[src/rtl/threshold_crossing_detector_pkg.sv]
// rtl/threshold_crossing_detector_pkg.sv - shared region encoding for the threshold crossing detector
package threshold_crossing_detector_pkg;

    typedef logic [1:0] region_t;

    localparam region_t REG_IDLE = 2'b00;
    localparam region_t REG_LOW  = 2'b01;
    localparam region_t REG_MID  = 2'b10;
    localparam region_t REG_HIGH = 2'b11;

endpackage

[src/rtl/threshold_crossing_detector_mag_cmp.sv]
// rtl/threshold_crossing_detector_mag_cmp.sv - unsigned N-bit magnitude comparator (lesser/equal/greater)
module magnitude_compare #(
    parameter int WIDTH = 8
) (
    input  logic [WIDTH-1:0] a,
    input  logic [WIDTH-1:0] b,
    output logic             lt,
    output logic             eq,
    output logic             gt
);

    assign lt = (a <  b);
    assign eq = (a == b);
    assign gt = (a >  b);

endmodule

[src/rtl/threshold_crossing_detector_region_classify.sv]
// rtl/threshold_crossing_detector_region_classify.sv - combinational sample classification against two thresholds
module region_classify
    import threshold_crossing_detector_pkg::*;
#(
    parameter int WIDTH = 8
) (
    input  logic [WIDTH-1:0] sample,
    input  logic [WIDTH-1:0] thr_lo,
    input  logic [WIDTH-1:0] thr_hi,
    output region_t          cls
);

    logic lo_lt, lo_eq, lo_gt;
    logic hi_lt, hi_eq, hi_gt;

    magnitude_compare #(.WIDTH(WIDTH)) u_cmp_lo (
        .a  (sample),
        .b  (thr_lo),
        .lt (lo_lt),
        .eq (lo_eq),
        .gt (lo_gt)
    );

    magnitude_compare #(.WIDTH(WIDTH)) u_cmp_hi (
        .a  (sample),
        .b  (thr_hi),
        .lt (hi_lt),
        .eq (hi_eq),
        .gt (hi_gt)
    );

    // Below low is LOW, above high is HIGH; anything inside the band, edges included, is MID
    always_comb begin
        cls = REG_MID;
        if (lo_lt) begin
            cls = REG_LOW;
        end else if (hi_gt) begin
            cls = REG_HIGH;
        end else if ((lo_gt | lo_eq) & (hi_lt | hi_eq)) begin
            cls = REG_MID;
        end
    end

endmodule

[src/rtl/threshold_crossing_detector.sv]
// rtl/threshold_crossing_detector.sv - debounced hysteresis region tracker with crossing pulses and event counters
module threshold_crossing_detector
    import threshold_crossing_detector_pkg::*;
#(
    parameter int WIDTH    = 8,
    parameter int DEBOUNCE = 3,
    parameter int CNT_W    = 8
) (
    input  logic             clk,
    input  logic             rst,
    input  logic             in_valid,
    input  logic [WIDTH-1:0] sample,
    input  logic             cfg_load,
    input  logic [WIDTH-1:0] thr_lo_in,
    input  logic [WIDTH-1:0] thr_hi_in,
    input  logic             cnt_clear,
    output logic [1:0]       region,
    output logic             rise_pulse,
    output logic             fall_pulse,
    output logic [CNT_W-1:0] rise_count,
    output logic [CNT_W-1:0] fall_count,
    output logic             cfg_error
);

    localparam int              DW       = $clog2(DEBOUNCE + 1);
    localparam logic [DW-1:0]   DEB_LAST = DW'(DEBOUNCE);
    localparam logic [CNT_W-1:0] CNT_MAX = '1;

    logic [WIDTH-1:0] thr_lo_q, thr_lo_d;
    logic [WIDTH-1:0] thr_hi_q, thr_hi_d;
    region_t          region_q, region_d;
    region_t          cand_q, cand_d;
    logic [DW-1:0]    dcnt_q, dcnt_d;
    logic             rise_q, rise_d;
    logic             fall_q, fall_d;
    logic             cfg_err_q, cfg_err_d;
    logic [CNT_W-1:0] rise_cnt_q, rise_cnt_d;
    logic [CNT_W-1:0] fall_cnt_q, fall_cnt_d;

    region_t          cls;
    logic [DW-1:0]    dcnt_inc;

    region_classify #(.WIDTH(WIDTH)) u_classify (
        .sample (sample),
        .thr_lo (thr_lo_q),
        .thr_hi (thr_hi_q),
        .cls    (cls)
    );

    // Config validation, debounce/candidate tracking, region FSM, pulses and saturating counters
    always_comb begin
        thr_lo_d   = thr_lo_q;
        thr_hi_d   = thr_hi_q;
        region_d   = region_q;
        cand_d     = cand_q;
        dcnt_d     = dcnt_q;
        rise_d     = 1'b0;
        fall_d     = 1'b0;
        cfg_err_d  = 1'b0;
        dcnt_inc   = '0;
        rise_cnt_d = rise_cnt_q;
        fall_cnt_d = fall_cnt_q;

        if (cfg_load) begin
            // A coincident sample is dropped whether or not the load is accepted
            if (thr_lo_in <= thr_hi_in) begin
                thr_lo_d = thr_lo_in;
                thr_hi_d = thr_hi_in;
                region_d = REG_IDLE;
                dcnt_d   = '0;
            end else begin
                cfg_err_d = 1'b1;
            end
        end else if (in_valid) begin
            if (region_q == REG_IDLE) begin
                region_d = cls;
                dcnt_d   = '0;
            end else if (cls == region_q) begin
                dcnt_d = '0;
            end else begin
                // A zero count means no candidate is pending, so a stale cand_q never extends a run
                dcnt_inc = ((dcnt_q != '0) && (cls == cand_q)) ? dcnt_q + 1'b1 : DW'(1);
                cand_d   = cls;
                if (dcnt_inc == DEB_LAST) begin
                    region_d = cls;
                    dcnt_d   = '0;
                    rise_d   = (cls == REG_HIGH);
                    fall_d   = (cls == REG_LOW);
                end else begin
                    dcnt_d = dcnt_inc;
                end
            end
        end

        if (cnt_clear) begin
            rise_cnt_d = '0;
            fall_cnt_d = '0;
        end else begin
            if (rise_d && (rise_cnt_q != CNT_MAX)) begin
                rise_cnt_d = rise_cnt_q + 1'b1;
            end
            if (fall_d && (fall_cnt_q != CNT_MAX)) begin
                fall_cnt_d = fall_cnt_q + 1'b1;
            end
        end
    end

    // State register with synchronous reset taking priority over all inputs
    always_ff @(posedge clk) begin
        if (rst) begin
            thr_lo_q   <= '0;
            thr_hi_q   <= '1;
            region_q   <= REG_IDLE;
            cand_q     <= REG_IDLE;
            dcnt_q     <= '0;
            rise_q     <= 1'b0;
            fall_q     <= 1'b0;
            cfg_err_q  <= 1'b0;
            rise_cnt_q <= '0;
            fall_cnt_q <= '0;
        end else begin
            thr_lo_q   <= thr_lo_d;
            thr_hi_q   <= thr_hi_d;
            region_q   <= region_d;
            cand_q     <= cand_d;
            dcnt_q     <= dcnt_d;
            rise_q     <= rise_d;
            fall_q     <= fall_d;
            cfg_err_q  <= cfg_err_d;
            rise_cnt_q <= rise_cnt_d;
            fall_cnt_q <= fall_cnt_d;
        end
    end

    assign region     = region_q;
    assign rise_pulse = rise_q;
    assign fall_pulse = fall_q;
    assign rise_count = rise_cnt_q;
    assign fall_count = fall_cnt_q;
    assign cfg_error  = cfg_err_q;

endmodule

[config.mk]
export PLATFORM = sky130hd
export DESIGN_NAME = threshold_crossing_detector
export DESIGN_NICKNAME = d
export VERILOG_FILES = /design/src/rtl/threshold_crossing_detector_pkg.sv /design/src/rtl/threshold_crossing_detector_mag_cmp.sv /design/src/rtl/threshold_crossing_detector_region_classify.sv /design/src/rtl/threshold_crossing_detector.sv
export SDC_FILE = /design/constraint.sdc
export NUM_CORES = 1
export LEC_CHECK = 0
export CAP_MARGIN = 10
export CELL_PAD_IN_SITES_DETAIL_PLACEMENT = 1
export CELL_PAD_IN_SITES_GLOBAL_PLACEMENT = 1
export CORE_UTILIZATION = 45
export CTS_BUF_LIST = sky130_fd_sc_hd__clkbuf_4 sky130_fd_sc_hd__clkbuf_8 sky130_fd_sc_hd__clkbuf_16
export CTS_CLUSTER_SIZE = 25
export DETAILED_ROUTE_END_ITERATION = 7
export DONT_BUFFER_PORTS = 1
export PLACE_DENSITY_LB_ADDON = 0.25
export SETUP_SLACK_MARGIN = 0.5
export SYNTH_ARGS = -nofsm -noshare
export SYNTH_HDL_FRONTEND = slang
export SYNTH_HIERARCHICAL = 1
export SYNTH_SLANG_ARGS = --single-unit
[constraint.sdc]
create_clock -name clk -period 3.35 [get_ports clk]
set_input_delay 0.67 -clock clk [delete_from_list [all_inputs] [get_ports clk]]
set_output_delay 0.67 -clock clk [all_outputs]
set_load 0.02 [all_outputs]
==> flow_summary.yaml <==
clocking:
  htreeDepth: 2
  cts-root-buf: "clkbuf_8"
  clk_pin_slew_ns: 0.09
  cts_tree: "yes"
  cts_buffers: 5
  worstSkewPairLatency_ns: 0.30
  clockBufferDepth: 2
  cts.sinks: 41
  hold_buffers: 0
route:
  drtIter0Drc: 62
  via_per_inst: 5.61
  top_layer_used: "met4"
  vias: 2147
  drc: 0
  ant_nets: 0
  dr.pass1.iters: 4
  wl_per_cell_um: 17.0
  wl_met3_um: 309
  wl_met1_mm: 2.98
  wl_met2_mm: 3.13
  drt_wl_total_mm: 6.51
setup_path:
  cp-start-kind: "flop"
  reg2reg_depth: 13
  critical_path_required_ns: 3.59
  crit_path_end_kind: "flop"
  crit_type: "flop to flop"
  reg2reg_from: "thr_hi_q[1]"
  path_max_fanout: 3
  worstPathArrival_ns: 3.01
  crit_start: "thr_hi_q[1]"
hold_path:
  hold_path.class: "input port to flop"
  hold_depth: 1
  min_from: "rst"
finish:
  layout_common_cells: "nor2_1 (39), dfxtp_1 (38), inv_1 (29)"
  fin_cells: 383
  drive_above_1_share_pct: 18.0
  diodes: 0
  final_common_cell: "nor2_1"
  final_net_count: 366
  area_growth_pct: 14.1
timing:
  clock_skew_ns: 0.00774
  hold_violations: 0
  tns_ns: 0
  tightest_slew_ns: 0.470
  relSlewSlack_pct: 68.6
  rsz0062_at_grt: "yes"
  fmax_mhz: 360
  drv_slew: 0
  setup_slack_ns: 0.575
  setup_viol: 0
  fin_crit_sh_pct: 82.8
  fin_crit_ns: 2.77
global_route:
  grt_pass1_vias: 2249
  antenna_found_initial: 0
  overflow: 0
  grt_pass1_wl_mm: 10.4
  gr-usage-all-layers_pct: 21.9
  grt_start_max_net_pins: 45
floorplanning:
  dieHeight_um: 78.4
  chipWidth_um: 78.4
  io_pins: 50
  initial_core_util_pct: 47.1
  rows: 27
  die_area_mm2: 0.00614
  core_area_mm2: 0.00557
power:
  pwr_density_cell_mw_per_mm2: 419
  p_total_mw: 1.26
  vdd_drop_max_mv: 0.204
  leakage_nw: 1.23
synthesis:
  synth.yosys.warnings: 6
  syn_area_per_cell_um2: 8.69
  synth_area_mm2: 0.00263
  syn-num-nets: 358
  netlist_instances: 302
placement:
  placed_cells: 367
  gp_congestion: 0.760
  dp_slack_ns: 0.156
  dp_hpwl_mm: 4.64
  portBuffers: 0
job:
  maxCapViolCount: 0
run_status:
  status: "finished, final reports clean"
[sequential cells by signal (all words and copies together), names as in the netlist]
| signal | flops |
|---|---|
| cand_q | 2 |
| cfg_error | 1 |
| dcnt_q | 2 |
| fall_count | 8 |
| fall_pulse | 1 |
| region | 2 |
| rise_count | 8 |
| rise_pulse | 1 |
| thr_hi_q | 8 |
| thr_lo_q | 8 |
[routing by layer]
metal  global-route usage (%)  up-vias
li1                         -     1061
met1                     26.8     1041
met2                     37.8       37
met3                     5.12        8
met4                     6.85        0
met5                        0        -
[what timing repair did]
action | in CTS | in global routing
resized for setup | 2 | 16
buffers inserted | 0 | 8
setup endpoints to repair | 8 | 19
pin swaps | 2 | 12
cloned | 0 | 0
[worst paths after layout]
kind / endpoint / slack [ns]
max: fall_count[5] / 0.58
min: fall_pulse / 0.43
max reg2reg: fall_count[5] / 0.58
min reg2reg: thr_lo_q[1] / 0.48
[stage by stage]
step	utilization [%]	area [um2]	hold slack, ns
global placement	49.0	2730	0.456
finish	53.7	3000	0.429
CTS	51.5	2870	0.418
detailed placement	49.0	2730	0.467
global route	53.7	3000	0.420
floorplan	-	2670	0.449
[report_power, final]
part	switching (mW)	leakage [nW]	total (mW)	internal (mW)
combinational	0.123	0.826	0.239	0.116
sequential	0.0188	0.332	0.524	0.505
clock	0.192	0.0687	0.493	0.300
total	0.334	1.23	1.26	0.922
[worst max-delay path, stage by stage, from the launching register on]
cell      delay, ns
dfxtp_2        0.34
inv_2          0.05
ha_4           0.23
nor2b_4        0.12
o211ai_2       0.15
a21oi_2        0.08
o21ba_4        0.20
or2_4          0.26
xnor2_4        0.17
nand4_4        0.14
nor4_4         0.38
nand3_2        0.14
or3_4          0.35
a21oi_2        0.13
[area by class of cell]
cell class / instances / area (um2)
multi-input cells: 218 / 1730
well taps: 72 / 90.1
inverters: 31 / 116
clock buffers: 5 / 68.8
flip-flops and latches: 41 / 825
fillers: 663 / 2580
clock inverters: 3 / 68.8
repair buffers: 13 / 101
Note: power is estimated with default switching activity, not from simulation.
